### src/rtl/ysyx_24110006_idq_pkg.sv
// Shared constants and record types for the decode queue and its instruction decoder.
// Latency: none (declarations only).
// Backpressure: not applicable.
package ysyx_24110006_idq_pkg;

    // Major opcodes recognised by the decoder
    localparam logic [6:0] OP_I     = 7'b0010011;
    localparam logic [6:0] OP_R     = 7'b0110011;
    localparam logic [6:0] OP_L     = 7'b0000011;
    localparam logic [6:0] OP_S     = 7'b0100011;
    localparam logic [6:0] OP_JAL   = 7'b1101111;
    localparam logic [6:0] OP_JALR  = 7'b1100111;
    localparam logic [6:0] OP_AUIPC = 7'b0010111;
    localparam logic [6:0] OP_LUI   = 7'b0110111;
    localparam logic [6:0] OP_B     = 7'b1100011;
    localparam logic [6:0] OP_CSR   = 7'b1110011;
    localparam logic [6:0] OP_FENCE = 7'b0001111;

    // Locally generated exception causes
    localparam logic [3:0] MCAUSE_ILLEGAL = 4'd2;
    localparam logic [3:0] MCAUSE_EBREAK  = 4'd3;
    localparam logic [3:0] MCAUSE_ECALL   = 4'd11;

    // Full-word system instruction encodings
    localparam logic [31:0] INST_EBREAK = 32'h0010_0073;
    localparam logic [31:0] INST_ECALL  = 32'h0000_0073;
    localparam logic [31:0] INST_MRET   = 32'h3020_0073;

    // One buffered fetch packet
    typedef struct packed {
        logic [31:0] inst;
        logic [31:0] imm;
        logic [31:0] pc;
        logic        exc;
        logic [3:0]  mcause;
    } entry_t;

    // Decoder result for one instruction word
    typedef struct packed {
        logic [6:0]  op;
        logic [2:0]  func;
        logic [4:0]  rs1;
        logic [4:0]  rs2;
        logic [4:0]  rd;
        logic        reg_wen;
        logic [1:0]  csr_t;
        logic [11:0] csr;
        logic        mret;
        logic        known;
        logic        exc;
        logic [3:0]  mcause;
    } dec_t;

endpackage

### src/rtl/ysyx_24110006_idq_if.sv
// Handshake and decoded-output bundle between IFU, the decode queue and EXU.
// Latency: none (wires only).
// Backpressure: o_ready toward IFU, i_ready from EXU.
// Ports: upstream packet + valid/ready, downstream valid/ready, flush/stall, decoded head, occupancy.
interface ysyx_24110006_idq_if #(
    parameter int DEPTH = 4
);
    logic                         i_valid;
    logic                         o_ready;
    logic [31:0]                  i_inst;
    logic [31:0]                  i_imm;
    logic [31:0]                  i_pc;
    logic                         i_exception;
    logic [3:0]                   i_mcause;
    logic                         o_valid;
    logic                         i_ready;
    logic                         i_flush;
    logic                         i_stall;
    logic [6:0]                   o_op;
    logic [2:0]                   o_func;
    logic [4:0]                   o_reg_rs1;
    logic [4:0]                   o_reg_rs2;
    logic [4:0]                   o_reg_rd;
    logic                         o_reg_wen;
    logic [31:0]                  o_imm;
    logic [31:0]                  o_pc;
    logic [1:0]                   o_csr_t;
    logic [11:0]                  o_csr;
    logic                         o_mret;
    logic                         o_exception;
    logic [3:0]                   o_mcause;
    logic [$clog2(DEPTH+1)-1:0]   o_count;

    // Driver side (fetch/execute environment)
    modport master (
        output i_valid, i_inst, i_imm, i_pc, i_exception, i_mcause,
        output i_ready, i_flush, i_stall,
        input  o_ready, o_valid, o_op, o_func, o_reg_rs1, o_reg_rs2, o_reg_rd,
        input  o_reg_wen, o_imm, o_pc, o_csr_t, o_csr, o_mret,
        input  o_exception, o_mcause, o_count
    );

    // Queue side
    modport slave (
        input  i_valid, i_inst, i_imm, i_pc, i_exception, i_mcause,
        input  i_ready, i_flush, i_stall,
        output o_ready, o_valid, o_op, o_func, o_reg_rs1, o_reg_rs2, o_reg_rd,
        output o_reg_wen, o_imm, o_pc, o_csr_t, o_csr, o_mret,
        output o_exception, o_mcause, o_count
    );
endinterface

### src/rtl/ysyx_24110006_inst_dec.sv
// Combinational RV32I/E decoder: fields, class-derived reg_wen/csr_t, local exception + cause.
// Latency: 0 cycles.
// Backpressure: none.
// Ports: inst_i (instruction word) -> dec_o (decoded record).
module ysyx_24110006_inst_dec
    import ysyx_24110006_idq_pkg::*;
#(
    parameter bit RVE          = 1'b0,
    parameter bit ZERO_ILLEGAL = 1'b1
) (
    input  logic [31:0] inst_i,
    output dec_t        dec_o
);
    logic [6:0] op;
    logic [2:0] func;
    logic [4:0] rs1, rs2, rd;
    logic c_i, c_r, c_l, c_s, c_jal, c_jalr, c_auipc, c_lui, c_b, c_csr, c_fence;
    logic reg_wen, known, csr_reg_form, use_rs1, use_rs2, bad_reg, illegal;

    assign op   = inst_i[6:0];
    assign func = inst_i[14:12];
    assign rd   = inst_i[11:7];
    assign rs1  = inst_i[19:15];
    assign rs2  = inst_i[24:20];

    assign c_i     = (op == OP_I);
    assign c_r     = (op == OP_R);
    assign c_l     = (op == OP_L);
    assign c_s     = (op == OP_S);
    assign c_jal   = (op == OP_JAL);
    assign c_jalr  = (op == OP_JALR);
    assign c_auipc = (op == OP_AUIPC);
    assign c_lui   = (op == OP_LUI);
    assign c_b     = (op == OP_B);
    assign c_csr   = (op == OP_CSR);
    assign c_fence = (op == OP_FENCE);

    assign known   = c_i | c_r | c_l | c_s | c_jal | c_jalr | c_auipc | c_lui | c_b | c_csr | c_fence;
    assign reg_wen = c_i | c_r | c_l | c_jal | c_jalr | c_auipc | c_lui;

    // csrrw/csrrs/csrrc read rs1 as a register; the immediate forms (func[2]=1) do not
    assign csr_reg_form = c_csr & (func != 3'b000) & ~func[2];
    assign use_rs1      = c_i | c_r | c_l | c_s | c_jalr | c_b | csr_reg_form;
    assign use_rs2      = c_r | c_s | c_b;

    // RV32E only has x0..x15, so bit 4 of any index that is actually used is illegal
    assign bad_reg = RVE & ((reg_wen & rd[4]) | (use_rs1 & rs1[4]) | (use_rs2 & rs2[4]));
    assign illegal = ~known | (ZERO_ILLEGAL & (inst_i == 32'h0)) | bad_reg;

    always_comb begin
        dec_o          = '0;
        dec_o.op       = op;
        dec_o.func     = func;
        dec_o.rs1      = rs1;
        dec_o.rs2      = rs2;
        dec_o.rd       = rd;
        dec_o.reg_wen  = reg_wen;
        dec_o.mret     = (inst_i == INST_MRET);
        dec_o.csr_t    = {dec_o.mret, c_csr & (func != 3'b000)};
        dec_o.csr      = inst_i[31:20];
        dec_o.known    = known;
        if (illegal) begin
            dec_o.exc    = 1'b1;
            dec_o.mcause = MCAUSE_ILLEGAL;
        end else if (inst_i == INST_EBREAK) begin
            dec_o.exc    = 1'b1;
            dec_o.mcause = MCAUSE_EBREAK;
        end else if (inst_i == INST_ECALL) begin
            dec_o.exc    = 1'b1;
            dec_o.mcause = MCAUSE_ECALL;
        end
    end
endmodule

### src/rtl/ysyx_24110006_idq.sv
// DEPTH-entry decode queue between IFU and EXU presenting the head entry fully decoded.
// Latency: 1 cycle enqueue-to-o_valid, no bypass; 1 packet/cycle sustained.
// Backpressure: o_ready = not full (from count only); flush drops same-cycle input; stall holds head.
// Ports: i_clock, i_reset (sync, active-high), bus (slave side of ysyx_24110006_idq_if).
module ysyx_24110006_idq
    import ysyx_24110006_idq_pkg::*;
#(
    parameter int DEPTH        = 4,
    parameter bit RVE          = 1'b0,
    parameter bit ZERO_ILLEGAL = 1'b1
) (
    input  logic                  i_clock,
    input  logic                  i_reset,
    ysyx_24110006_idq_if.slave    bus
);
    localparam int PW = $clog2(DEPTH);
    localparam int CW = $clog2(DEPTH + 1);

    entry_t          mem_q [DEPTH];
    logic [PW-1:0]   head_q, head_d, tail_q, tail_d;
    logic [CW-1:0]   count_q, count_d;
    entry_t          wr_ent, head_ent;
    dec_t            dec;
    logic            not_empty, enq, deq;

    assign not_empty = (count_q != '0);

    // Ready depends only on the registered count, so a pop never opens a slot in the same cycle
    assign bus.o_ready = (count_q != CW'(DEPTH));
    assign bus.o_valid = not_empty & ~bus.i_stall & ~bus.i_flush;
    assign bus.o_count = count_q;

    assign enq = bus.i_valid & bus.o_ready & ~bus.i_flush;
    assign deq = bus.o_valid & bus.i_ready;

    assign wr_ent = '{inst: bus.i_inst, imm: bus.i_imm, pc: bus.i_pc,
                      exc: bus.i_exception, mcause: bus.i_mcause};

    always_comb begin
        head_d  = head_q;
        tail_d  = tail_q;
        count_d = count_q;
        if (bus.i_flush) begin
            head_d  = '0;
            tail_d  = '0;
            count_d = '0;
        end else begin
            // Power-of-two DEPTH: pointers wrap by natural overflow
            if (enq) tail_d = tail_q + 1'b1;
            if (deq) head_d = head_q + 1'b1;
            case ({enq, deq})
                2'b10:   count_d = count_q + 1'b1;
                2'b01:   count_d = count_q - 1'b1;
                default: count_d = count_q;
            endcase
        end
    end

    always_ff @(posedge i_clock) begin
        if (i_reset) begin
            head_q  <= '0;
            tail_q  <= '0;
            count_q <= '0;
        end else begin
            head_q  <= head_d;
            tail_q  <= tail_d;
            count_q <= count_d;
        end
    end

    // Payload storage is deliberately left unreset; count gates every use of it
    always_ff @(posedge i_clock) begin
        if (enq) mem_q[tail_q] <= wr_ent;
    end

    assign head_ent = mem_q[head_q];

    ysyx_24110006_inst_dec #(
        .RVE          (RVE),
        .ZERO_ILLEGAL (ZERO_ILLEGAL)
    ) u_dec (
        .inst_i (head_ent.inst),
        .dec_o  (dec)
    );

    // Empty queue shows all-zero outputs so stale RAM never raises a spurious exception
    always_comb begin
        bus.o_op        = '0;
        bus.o_func      = '0;
        bus.o_reg_rs1   = '0;
        bus.o_reg_rs2   = '0;
        bus.o_reg_rd    = '0;
        bus.o_reg_wen   = 1'b0;
        bus.o_imm       = '0;
        bus.o_pc        = '0;
        bus.o_csr_t     = '0;
        bus.o_csr       = '0;
        bus.o_mret      = 1'b0;
        bus.o_exception = 1'b0;
        bus.o_mcause    = '0;
        if (not_empty) begin
            bus.o_op        = dec.op;
            bus.o_func      = dec.func;
            bus.o_reg_rs1   = dec.rs1;
            bus.o_reg_rs2   = dec.rs2;
            bus.o_reg_rd    = dec.rd;
            bus.o_reg_wen   = dec.reg_wen;
            bus.o_imm       = head_ent.imm;
            bus.o_pc        = head_ent.pc;
            bus.o_csr_t     = dec.csr_t;
            bus.o_csr       = dec.csr;
            bus.o_mret      = dec.mret;
            // Fetch faults are older than anything found in the instruction itself
            bus.o_exception = head_ent.exc | dec.exc;
            bus.o_mcause    = head_ent.exc ? head_ent.mcause : dec.mcause;
        end
    end

`ifndef CONFIG_YOSYS
    // An unknown opcode must never reach EXU unless fetch already flagged the packet
    unsupported_opcode: assert property (@(posedge i_clock) disable iff (i_reset)
        !(deq && !dec.known && !head_ent.exc));
`endif

endmodule

### src/flat_wrapper.sv
// flat-port wrapper written by rule: the top's interface ports become plain ports
module ysyx_24110006_idq_flat import ysyx_24110006_idq_pkg::*;
#(
    parameter int DEPTH        = 4,
    parameter bit RVE          = 1'b0,
    parameter bit ZERO_ILLEGAL = 1'b1
)
  (i_clock, i_reset, bus_i_valid, bus_i_inst, bus_i_imm, bus_i_pc, bus_i_exception, bus_i_mcause, bus_i_ready, bus_i_flush, bus_i_stall, bus_o_ready, bus_o_valid, bus_o_op, bus_o_func, bus_o_reg_rs1, bus_o_reg_rs2, bus_o_reg_rd, bus_o_reg_wen, bus_o_imm, bus_o_pc, bus_o_csr_t, bus_o_csr, bus_o_mret, bus_o_exception, bus_o_mcause, bus_o_count);
  ysyx_24110006_idq_if #(.DEPTH(DEPTH)) bus_i ();
  input  logic i_clock;
  input  logic i_reset;
  input wire logic [$bits(bus_i.i_valid)-1:0] bus_i_valid;
  input wire logic [$bits(bus_i.i_inst)-1:0] bus_i_inst;
  input wire logic [$bits(bus_i.i_imm)-1:0] bus_i_imm;
  input wire logic [$bits(bus_i.i_pc)-1:0] bus_i_pc;
  input wire logic [$bits(bus_i.i_exception)-1:0] bus_i_exception;
  input wire logic [$bits(bus_i.i_mcause)-1:0] bus_i_mcause;
  input wire logic [$bits(bus_i.i_ready)-1:0] bus_i_ready;
  input wire logic [$bits(bus_i.i_flush)-1:0] bus_i_flush;
  input wire logic [$bits(bus_i.i_stall)-1:0] bus_i_stall;
  output wire logic [$bits(bus_i.o_ready)-1:0] bus_o_ready;
  output wire logic [$bits(bus_i.o_valid)-1:0] bus_o_valid;
  output wire logic [$bits(bus_i.o_op)-1:0] bus_o_op;
  output wire logic [$bits(bus_i.o_func)-1:0] bus_o_func;
  output wire logic [$bits(bus_i.o_reg_rs1)-1:0] bus_o_reg_rs1;
  output wire logic [$bits(bus_i.o_reg_rs2)-1:0] bus_o_reg_rs2;
  output wire logic [$bits(bus_i.o_reg_rd)-1:0] bus_o_reg_rd;
  output wire logic [$bits(bus_i.o_reg_wen)-1:0] bus_o_reg_wen;
  output wire logic [$bits(bus_i.o_imm)-1:0] bus_o_imm;
  output wire logic [$bits(bus_i.o_pc)-1:0] bus_o_pc;
  output wire logic [$bits(bus_i.o_csr_t)-1:0] bus_o_csr_t;
  output wire logic [$bits(bus_i.o_csr)-1:0] bus_o_csr;
  output wire logic [$bits(bus_i.o_mret)-1:0] bus_o_mret;
  output wire logic [$bits(bus_i.o_exception)-1:0] bus_o_exception;
  output wire logic [$bits(bus_i.o_mcause)-1:0] bus_o_mcause;
  output wire logic [$bits(bus_i.o_count)-1:0] bus_o_count;
  assign bus_i.i_valid = bus_i_valid;
  assign bus_i.i_inst = bus_i_inst;
  assign bus_i.i_imm = bus_i_imm;
  assign bus_i.i_pc = bus_i_pc;
  assign bus_i.i_exception = bus_i_exception;
  assign bus_i.i_mcause = bus_i_mcause;
  assign bus_i.i_ready = bus_i_ready;
  assign bus_i.i_flush = bus_i_flush;
  assign bus_i.i_stall = bus_i_stall;
  assign bus_o_ready = bus_i.o_ready;
  assign bus_o_valid = bus_i.o_valid;
  assign bus_o_op = bus_i.o_op;
  assign bus_o_func = bus_i.o_func;
  assign bus_o_reg_rs1 = bus_i.o_reg_rs1;
  assign bus_o_reg_rs2 = bus_i.o_reg_rs2;
  assign bus_o_reg_rd = bus_i.o_reg_rd;
  assign bus_o_reg_wen = bus_i.o_reg_wen;
  assign bus_o_imm = bus_i.o_imm;
  assign bus_o_pc = bus_i.o_pc;
  assign bus_o_csr_t = bus_i.o_csr_t;
  assign bus_o_csr = bus_i.o_csr;
  assign bus_o_mret = bus_i.o_mret;
  assign bus_o_exception = bus_i.o_exception;
  assign bus_o_mcause = bus_i.o_mcause;
  assign bus_o_count = bus_i.o_count;
  ysyx_24110006_idq #(.DEPTH(DEPTH), .RVE(RVE), .ZERO_ILLEGAL(ZERO_ILLEGAL)) u_core (.i_clock(i_clock), .i_reset(i_reset), .bus(bus_i));
endmodule
### config.mk
export PLATFORM = sky130hd
export DESIGN_NAME = ysyx_24110006_idq_flat
export DESIGN_NICKNAME = d
export VERILOG_FILES = /design/src/rtl/ysyx_24110006_idq_pkg.sv /design/src/rtl/ysyx_24110006_idq_if.sv /design/src/rtl/ysyx_24110006_inst_dec.sv /design/src/rtl/ysyx_24110006_idq.sv /design/src/flat_wrapper.sv
export SDC_FILE = /design/constraint.sdc
export NUM_CORES = 1
export LEC_CHECK = 0
export ABC_AREA = 1
export CAP_MARGIN = 20
export CORE_UTILIZATION = 33
export DETAILED_ROUTE_END_ITERATION = 10
export SLEW_MARGIN = 25
export SYNTH_ARGS = -nofsm -noshare
export SYNTH_HDL_FRONTEND = slang
export SYNTH_SLANG_ARGS = --single-unit
### constraint.sdc
create_clock -name i_clock -period 10.07 [get_ports i_clock]
set_clock_uncertainty 0.05 [all_clocks]
set_input_delay 2.014 -clock i_clock [delete_from_list [all_inputs] [get_ports i_clock]]
set_output_delay 2.014 -clock i_clock [all_outputs]
set_load 0.05 [all_outputs]
# Word level (Yosys, flattened, before mapping)
# Memory sizes are Yosys's and may differ from the RTL's. A register that Yosys moved wholly into a read port is not among the register bits.
# Cells that the tools add are included.
[totals]
ram_bits = 404
output_inout_bits = 115
romBits = 0
n_memories = 1
word_cells = 77
latch_bits = 0
reg_bits = 7
inputBits = 107
[mem_list]
columns = ["name", "words", "word_bits", "read_ports", "rd_ports_with_merged_regs", "wr", "line", "rtl"]
rows = [
  ["u_core.mem_q", 4, 101, 1, 1, 1, "ysyx_24110006_idq.sv:19", "entry_t mem_q [DEPTH];"],
]
[op_classes]
n_mul = 0
eq_ne = 17
bitwise = 25
shifts = 0
div = 0
reduce_logical = 5
addsub = 4
muxes = 22
n_lt_le_gt_ge = 0
[ops]
columns = ["cell", "n"]
rows = [
  ["$mux 32", 2],
  ["$eq 32x21->1 const B", 1],
  ["$eq 32x30->1 const B", 1],
  ["$eq 32x7->1 const B", 1],
  ["$logic_not 32->1", 1],
  ["$mux 5", 6],
  ["$eq 7x7->1 const B", 4],
  ["$eq 7x6->1 const B", 3],
  ["$or 1x1->1", 16],
  ["$eq 7x5->1 const B", 2],
  ["$mux 12", 1],
  ["$mux 4", 2],
  ["$eq 7x2->1 const B", 1],
  ["$eq 7x4->1 const B", 1],
  ["$mux 7", 1],
  ["$and 1x1->1", 6],
  ["$mux 2", 3],
  ["$pmux 3 s2", 1],
  ["$reduce_bool 3->1", 2],
  ["$mux 1", 5],
  ["$add 2x1->2 const B", 2],
  ["$add 3x1->3 const B", 1],
  ["$mux 3", 1],
  ["$ne 3x3->1 const B", 1],
  ["other kinds (6)", 8],
]

# Depth between registers and ports, before layout
[depth]
depth_word = 16
depth_mapped = 14
depth_no_buf = 13

# Cells and area by module
# From an unflattened synthesis, not the netlist that was laid out.
[unflattened]
cells_unflattened = 1435
area_unflattened_um2 = 16902.5
[by_module_without_submodules]
columns = ["mod", "area_per_inst_um2", "seq_area_each_um2", "cells_each", "instances"]
rows = [
  ["ysyx_24110006_idq", 16250.6, 12311.8, 1314, 1],
  ["ysyx_24110006_inst_dec", 651.9, 0.0, 121, 1],
]

# Least setup slack after synthesis
# No wires, ideal clock.
[synth_path]
path_type = "in2reg"
start = "in bus_i_valid"
end = "mem u_core.mem_q[0][0] (netlist name) (enable)"
setup_ns = 0.562
t_required_ns = 9.458
stages = 4
setup_slack_ns = 2.719
t_arrival_ns = 6.739
n_path_buf = 1
cell_sequence = "nand2_1 > or2_2 > clkbuf_1 > nor2_1"
[synth_via]
elab_chain_cells = 4
[synth_lines]
columns = ["element", "line", "rtl"]
rows = [
  ["start, declared", "flat_wrapper.sv:12", "input wire logic [$bits(bus_i.i_valid)-1:0] bus_i_valid;"],
  ["$and 1x1->1 (2 in a row)", "ysyx_24110006_idq.sv:33", "assign enq = bus.i_valid & bus.o_ready & ~bus.i_flush;"],
  ["$mux 1", "ysyx_24110006_idq.sv:73", "if (enq) mem_q[tail_q] <= wr_ent;"],
  ["$mux 1 (not written as such)", "ysyx_24110006_idq.sv:73", ""],
  ["end, declared", "ysyx_24110006_idq.sv:19", ""],
]
# No other way between the ends.

==> reports/results.tsv <==
metric	value	unit
status	finished, final reports clean	
n_fill_cell	4555	
gp_congestion	0.796	
async_flop_share	0	%
drt.antenna.violating_nets	0	
rsz0062_at_grt	false	
ctsResizeCount	0	
via_count	10700	
clk_latency	550	ps
diodes	0	
portBuffers	221	
multi_input_area	3640	um2
grt-ovfl-total	0	
ctsLongestPathBuffers	3	
cts_hold_buf	0	
power_density	181	nW/um2
finalCritPeriodShare	69.3	%
drv_slew	0	
synth_seq_area_share	74.9	%
synth_edf_count	404	
fin_crit	6980	ps
switching_power	0.000813	W
post-cts-setup-buffers	0	
cp.arrival	4920	ps
ys_warn_count	0	
die-area	50700	um2
dr.pass1.iters	5	
setup.worst_path.class	reg2out	
clk_pin_slew	60	ps
clkPwrFrac	41.3	%
synth.distinct_cells	34	
cp.required	8010	ps
finalSetupTns	0	ps
regArea	12300	um2
synth_top_flop_cell	edfxtp_1	
avgSynthCellArea	12.2	um2
hpwl	22.7	mm
wire_per_inst	18.2	um
htree_levels	2	
yosys.area.top_type	edfxtp_1	
final_net_count	1659	
antenna_found_initial	6	
synth_cells	1347	
ys_ff_latch	413	
cp-end-kind	primary output	
slew_headroom	37.1	%
seq_power_share	51.9	%
layout-drive-gt1-share	5.78	%
fp.dieW	225	um
fin_area	20600	um2
leakage	6.97	nW
drc	0	
worstSetupStartpointType	flip-flop	
tightestPinTransition	943	ps
cp_max_fo	133	
synth_top_area_share	73.8	%
syn_area	16400	um2
die_h	225	um
syn_nets	1460	
ios	222	
area_growth_syn_to_layout	25.1	%
finalWirelength	40.6	mm
fmax	0.143	GHz
holdWs	473	ps
hold_class	reg2reg	
synth_area_leaders	edfxtp_1, nor2_1, nand2_1	
clock_sinks	413	
drtIter0Drc	988	
hold_violations	0	
cap_violations	0	
fp.coreArea	49100	um2
switching_share	21.9	%
cts-root-buf	clkbuf_16	
cts_buffers	45	
grt_pass1_vias	10600	
start_util	33.5	%
fin_total_pwr	0.00371	W
vdd_ir_drop_max	0.114	mV
vias_per_cell	4.79	
num_rows	81	
cts_tree	yes	
grt_max_degree	134	
intPower	0.00290	W
grtUsageTotal	15.9	%
finalSetupViolCount	0	
dpl_cell_area	19200	um2
grt_first_pass_wirelength	61.4	mm
pwr-share-comb	6.8	%
final timing paths:
path / start / end / slack [ps] / cells past startpoint
max: flip-flop / bus_o_mcause[0] / 3090 / 13
max reg2reg: u_core.bus.o_count[1] / u_core.mem_q[1][87] / 6660 / 7
min reg2reg: u_core.bus.o_count[2] / u_core.bus.o_count[2] / 470 / 2
min: u_core.bus.o_count[2] / u_core.bus.o_count[2] / 470 / 2
power groups by stage:
stage	clock (W)	sequential, W	combinational [W]
after detailed placement	0	0.00196	0.000255
after CTS	0.00157	0.00193	0.000256
final	0.00153	0.00193	0.000253
after global routing	0.00163	0.00193	0.000271
after floorplan	0	0.00197	0.000129
after global placement	0	0.00196	0.000252
stage by stage:
step	utilization (%)	std cells	setup WS, ps
3_3_place_gp	39.2	2163	3730
4_1_cts	41.9	2239	3090
5_1_grt	41.9	2239	2680
2_1_floorplan	-	1347	2720
3_5_place_dp	39.2	2163	3710
6_report	41.9	2239	3090
critical path: stages (launching register included):
cell             delay, ps
dfxtp_4                530
inv_6                  660
buf_4                  730
nand2_1                100
nand2_1                 90
nand2_1                 60
nand2_1                 80
nand2_1                 80
nor2_2                 170
nand3_1                120
nor2_2                 190
nand2_1                120
o21bai_1               300
clkdlybuf4s50_1        880
state kept, by name, indices dropped and copies added, names as in the netlist, named ones only:
signal              count
u_core.bus.o_count      3
u_core.head_q           2
u_core.mem_q          404
u_core.tail_q           2
cells in the mapped netlist (all sizes together), types with 2 or more instances:
cell	n
nor3	3
buf	65
nor2	312
a21oi	81
clkbuf	19
nand4	2
edfxtp	404
ha	5
o211ai	3
nand2	197
o21ai	141
inv	25
a32o	2
nand3	68
dfxtp	9
final cells by class:
cell class                 count  share of cell area, %
clock buffer                  54                   5.64
multi-input combinational    825                   17.7
clock inverter                22                  0.888
timing repair buffer         236                   11.3
sequential                   413                   59.9
inverter                      25                  0.493
tap                          664                   4.04
cell families after synthesis:
| logic type | share of synthesized area, % |
|---|---|
| adder cells (fa/ha/maj) | 0.503 |
| flip-flops | 74.9 |
| AO/OA/AOI/OAI | 7.38 |
| AND/OR/NAND/NOR | 14.1 |
| buffers and inverters | 3.13 |
placed cells by master (no fill, tap or decap), types with 2 or more instances in the layout:
master / netlist / routed
nand4_1: 2 / 2
nor2_4: 0 / 4
inv_2: 5 / 3
a32o_1: 2 / 2
buf_4: 6 / 14
o21ai_0: 138 / 138
nand3_1: 68 / 68
a21oi_1: 81 / 81
dfxtp_1: 9 / 7
clkdlybuf4s50_1: 0 / 221
nand2_1: 197 / 197
o21ai_1: 2 / 2
nor3_1: 3 / 2
ha_1: 5 / 5
clkbuf_16: 0 / 45
clkinv_2: 0 / 7
o211ai_2: 2 / 2
bufinv_16: 0 / 3
clkbuf_1: 19 / 9
inv_6: 0 / 2
nor2_2: 2 / 2
inv_1: 20 / 20
clkinv_1: 0 / 9
edfxtp_1: 404 / 404
nor2_1: 310 / 306
clkinvlp_4: 0 / 2
dfxtp_4: 0 / 2
per-layer routing:
| layer | wire length (um) | up-vias | part of all wire, % | global-route usage [%] |
|---|---|---|---|---|
| met3 | 2930 | 71 | 7.2 | 3.61 |
| li1 | - | 5116 | - | - |
| met5 | 83 | - | 0.20 | 0 |
| met4 | 732 | 12 | 1.8 | 4.87 |
| met1 | 17600 | 5172 | 43 | 20.8 |
| met2 | 19300 | 360 | 47 | 26.3 |
(Power assumes the default switching activity.)
